## src/rtl/regfile_write_arbiter.sv

```systemverilog
// Register-file write-port arbiter: pipeline writeback (A) vs multi-cycle unit (B), with anti-starvation stall.
// Ports: clk, rst_n, A/B requests, b_ready, pipe_stall, rf_* write port, rd_* read path. Optional macro: WB_BYPASS_EN.
module regfile_write_arbiter #(
  parameter int MAX_WAIT = 4
) (
  input  logic        clk,
  input  logic        rst_n,
  input  logic        a_valid,
  input  logic [4:0]  a_reg,
  input  logic [31:0] a_data,
  input  logic        b_valid,
  input  logic [4:0]  b_reg,
  input  logic [31:0] b_data,
  output logic        b_ready,
  output logic        pipe_stall,
  output logic        rf_we,
  output logic [4:0]  rf_waddr,
  output logic [31:0] rf_wdata,
  input  logic [4:0]  rd_addr1,
  input  logic [4:0]  rd_addr2,
  input  logic [31:0] rd_data1_in,
  input  logic [31:0] rd_data2_in,
  output logic [31:0] rd_data1,
  output logic [31:0] rd_data2
);

  typedef enum logic {
    RUN,
    STARVE
  } state_e;

  localparam logic [3:0] LAST = 4'(MAX_WAIT - 1);

  state_e      state_q;
  logic [3:0]  wait_cnt_q;
  logic        rf_we_q;
  logic [4:0]  rf_waddr_q;
  logic [31:0] rf_wdata_q;

  logic        grant_a;
  logic        grant_b;
  logic        win_v;
  logic [4:0]  win_reg;
  logic [31:0] win_data;
  logic        win_wr;

  // STARVE ignores A entirely; A is held upstream by pipe_stall.
  assign b_ready    = rst_n & ((state_q == STARVE) | ~a_valid);
  assign grant_a    = (state_q == RUN) & a_valid;
  assign grant_b    = b_valid & b_ready;
  assign win_v      = grant_a | grant_b;
  assign win_reg    = grant_a ? a_reg : b_reg;
  assign win_data   = grant_a ? a_data : b_data;
  // r0 writes are granted but never reach the port.
  assign win_wr     = win_v & (win_reg != 5'd0);

  assign pipe_stall = (state_q == STARVE);
  assign rf_we      = rf_we_q;
  assign rf_waddr   = rf_waddr_q;
  assign rf_wdata   = rf_wdata_q;

  always_ff @(posedge clk or negedge rst_n) begin
    if (!rst_n) begin
      state_q    <= RUN;
      wait_cnt_q <= 4'd0;
      rf_we_q    <= 1'b0;
      rf_waddr_q <= 5'd0;
      rf_wdata_q <= 32'd0;
    end else begin
      unique case (state_q)
        RUN: begin
          if (a_valid && b_valid) begin
            if (wait_cnt_q == LAST) begin
              state_q    <= STARVE;
              wait_cnt_q <= 4'd0;
            end else begin
              wait_cnt_q <= wait_cnt_q + 4'd1;
            end
          end else begin
            // B idle or B granted: the loss streak is broken.
            wait_cnt_q <= 4'd0;
          end
        end
        STARVE: begin
          state_q    <= RUN;
          wait_cnt_q <= 4'd0;
        end
        default: begin
          state_q    <= RUN;
          wait_cnt_q <= 4'd0;
        end
      endcase

      rf_we_q <= win_wr;
      if (win_wr) begin
        rf_waddr_q <= win_reg;
        rf_wdata_q <= win_data;
      end
    end
  end

`ifdef WB_BYPASS_EN
  // Forward the in-flight write so reads see it one cycle early.
  logic hit1;
  logic hit2;

  assign hit1     = rf_we_q & (rf_waddr_q == rd_addr1) & (rd_addr1 != 5'd0);
  assign hit2     = rf_we_q & (rf_waddr_q == rd_addr2) & (rd_addr2 != 5'd0);
  assign rd_data1 = hit1 ? rf_wdata_q : rd_data1_in;
  assign rd_data2 = hit2 ? rf_wdata_q : rd_data2_in;
`else
  logic unused_rd_addr;

  assign unused_rd_addr = ^{rd_addr1, rd_addr2};
  assign rd_data1       = rd_data1_in;
  assign rd_data2       = rd_data2_in;
`endif

endmodule

```

## config.mk

```make
export PLATFORM = sky130hd
export DESIGN_NAME = regfile_write_arbiter
export DESIGN_NICKNAME = d
export VERILOG_FILES = /design/src/rtl/regfile_write_arbiter.sv
export SDC_FILE = /design/constraint.sdc
export NUM_CORES = 1
export LEC_CHECK = 0
export CAP_MARGIN = 20
export CORE_AREA = 3 3 98 100
export DETAILED_ROUTE_END_ITERATION = 8
export DIE_AREA = 0 0 101 103
export PLACE_DENSITY = 0.81
export SLEW_MARGIN = 40
export SYNTH_ARGS = -nofsm -noshare
export SYNTH_HDL_FRONTEND = slang
export SYNTH_SLANG_ARGS = --single-unit
```

## constraint.sdc

```tcl
create_clock -name clk -period 2.55 [get_ports clk]
set_input_delay 0.51 -clock clk [delete_from_list [all_inputs] [get_ports clk]]
set_output_delay 0.51 -clock clk [all_outputs]
set_load 0.05 [all_outputs]
```

==> out/metrics.csv <==
stage,metric,value,unit
status,status,finished clean,
cells_and_area,n_antenna_cell,0,
critical_path,required,2.78,ns
yosys,ys_ff_latch,43,
floorplanning,start_util,0.285,
global_route,grt_usage,0.133,
floorplanning,io_pins,256,
yosys,syn_inst,250,
clock_tree,numClockSinks,43,
critical_path,reg2reg_slack,1.01,ns
clock_tree,cts-root-buf,clkbuf_8,
yosys,syn_avg_cell_area,9.98,um^2
clock_tree,ctsResizeCount,0,
cells_and_area,fin_area,3440,um^2
pwr,ir_worst_vdd,0.000271,V
drt,drt_iter0_markers,68,
cells_and_area,final_cell_mix,"115 x clkdlybuf4s50_1, 43 x dfrtp_1, 35 x inv_1, 35 x o22ai_1, 29 x a21oi_2",
drt,drt-pass1-iter-count,4,
placed_design,io_buffers,117,
timing,finalSetupViolCount,0,
clock_tree,cts_setup_buffers,0,
drt,drc,0,
clock_tree,cts_tree,built,
clock_tree,path_clk_slew,0.09,ns
yosys,yosys_warnings,0,
drt,routed_wl,7090,um
drt,ant_nets,0,
critical_path,worstReg2RegEnd,rf_waddr[0]$_DFFE_PN0P_,
drt,viasPerCell,4.67,
critical_path,worst_setup_path_start_kind,input pin,
floorplanning,die_height,103,um
clock_tree,worstSkewPairLatency,0.30,ns
hold_path,hold_path_class,input pin to async pin,
timing,maxSlewHeadroom,0.636,
floorplanning,die_area,10400,um^2
timing,min_period_over_period,0.862,
critical_path,reg2regPathDepth,5,
placed_design,placed_cell_area,3330,um^2
cells_and_area,syn_to_final_growth,37.8,%
cells_and_area,final_common_cell,clkdlybuf4s50_1,
global_route,grt_max_degree,28,
floorplanning,core_area,8760,um^2
floorplanning,die_x,101,um
clock_tree,hold_buffers,0,
cells_and_area,fin_nets,463,
yosys,synth_cell_types,28,
critical_path,worstSetupPathType,input pin to register,
yosys,synth_area,2500,um^2
yosys,synth.net_count,403,
global_route,overflow,0,
cells_and_area,fill_cells,872,
yosys,synth_top_area_cell,dfrtp_1,
floorplanning,rows,34,
job,maxCapViolations,0,
clock_tree,clock_path_buffers,2,
critical_path,r2r-start,pipe_stall$_DFF_PN0_,
placed_design,globalplace.congestion,0.717,
cells_and_area,layout-drive-gt1-share,0.177,
timing,hold_viol_final,0,
timing,max_freq,0.455,GHz
critical_path,crit_fanout,27,
yosys,synth_top_area_share,0.431,
clock_tree,cts_buffers,5,
global_route,grt_first_pass_wirelength,10600,um
pwr,leakagePower,1.47,nW
critical_path,critPathArrivalTime,2.43,ns
timing,fin_tns_setup,0,ns
pwr,power_density,596,nW/um^2
global_route,grt_pass1_vias,2129,
timing,min_period,2.20,ns
global_route,antenna_found_initial,0,
critical_path,endpoint_kind,register,
yosys,synth-seq-area-share,0.431,
timing,tightest_slew,0.544,ns
timing,fin_skew,0.0136,ns
yosys,synth_area_leaders,"dfrtp_1 43%, buf_4 19%, a21oi_2 10%",
placed_design,dp_hpwl,5670,um
drt,wire_per_inst,16.9,um
timing,slew_violations,0,
timing,rsz0062_at_grt,no,
clock_tree,htreeDepth,2,
drt,routed-via-count,1956,
-- metal layers --
metal	track usage	vias to the layer above	routed length (um)
met3	0.0548	30	804
met4	0.0593	0	172
met2	0.235	113	3590
met1	0.138	914	2520
met5	0	-	0
li1	-	899	-
-- layout make-up --
type / count / area, um^2 / share of cell area
sequential: 43 / 1080 / 0.313
clock inverter: 3 / 43.8 / 0.0127
multi-input combinational: 97 / 704 / 0.205
inverter: 36 / 135 / 0.0393
timing repair buffer: 127 / 1280 / 0.371
clock buffer: 5 / 68.8 / 0.0200
tap: 108 / 135 / 0.0393
-- power by group --
part	leakage [nW]	total [mW]	switching (mW)	internal (mW)
registers	0.497	0.787	0.0371	0.750
clock network	0.0581	0.531	0.240	0.292
logic	0.918	0.730	0.429	0.301
-- worst max-delay path, stage by stage --
cell,delay [ns]
clkdlybuf4s50_1,0.44
or4_4,0.58
o2111ai_4,0.21
buf_4,0.35
o22ai_1,0.18
a21oi_2,0.15
-- how the worst max path moves through the flow --
stage,from,endpoint,slack [ns],cells past startpoint
2_1_floorplan,a_reg[2],rf_waddr[1]$_DFFE_PN0P_,0.60,6
3_3_place_gp,a_reg[2],rf_wdata[9]$_DFFE_PN0P_,0.09,6
3_5_place_dp,b_reg[2],rf_wdata[24]$_DFFE_PN0P_,0.02,6
4_1_cts,b_reg[2],rf_wdata[24]$_DFFE_PN0P_,0.35,6
5_1_grt,b_reg[2],rf_wdata[8]$_DFFE_PN0P_,0.27,6
6_report,b_reg[2],rf_wdata[24]$_DFFE_PN0P_,0.35,6
-- sequential cells by signal (all words and copies together) (netlist names) --
name	flops
rf_wdata	32
rf_waddr	5
wait_cnt_q	4
pipe_stall	1
rf_we	1
-- logic make-up after synthesis --
| family | after synthesis | synth area share |
|---|---|---|
| and+or+nand+nor | 19 | 0.0441 |
| DFF | 43 | 0.431 |
| adders and majority gates | 1 | 0.00501 |
| xor gates and xnor gates | 1 | 0.00351 |
| buffers and inverters | 110 | 0.287 |
| AOI/OAI and AO/OA | 76 | 0.229 |
-- Yosys cell counts, drive strengths merged --
| cell | instances |
|---|---|
| nor2b | 1 |
| and3 | 2 |
| a32o | 1 |
| inv | 36 |
| nor3b | 1 |
| nand3b | 1 |
| nand2b | 2 |
| or4 | 2 |
| o21ai | 1 |
| ha | 1 |
| a221o | 1 |
| a21oi | 36 |
| a31o | 1 |
| and2 | 2 |
| nand2 | 3 |
| o22ai | 35 |
| nor2 | 3 |
| nand3 | 2 |
| o2111ai | 1 |
| buf | 74 |
| xor2 | 1 |
| dfrtp | 43 |
-- per-stage QoR --
stage / std cells / util / hold WS [ns] / setup slack [ns] / power, mW
after floorplan: 250 / - / 0.214 / 0.603 / 1.48
after global placement: 411 / 0.380 / 0.449 / 0.0902 / 1.52
after detailed placement: 411 / 0.380 / 0.465 / 0.0248 / 1.54
after CTS: 419 / 0.392 / 0.241 / 0.345 / 2.08
after global routing: 419 / 0.392 / 0.254 / 0.269 / 2.15
final: 419 / 0.392 / 0.242 / 0.352 / 2.05
Power figures use the tool's default switching activity.
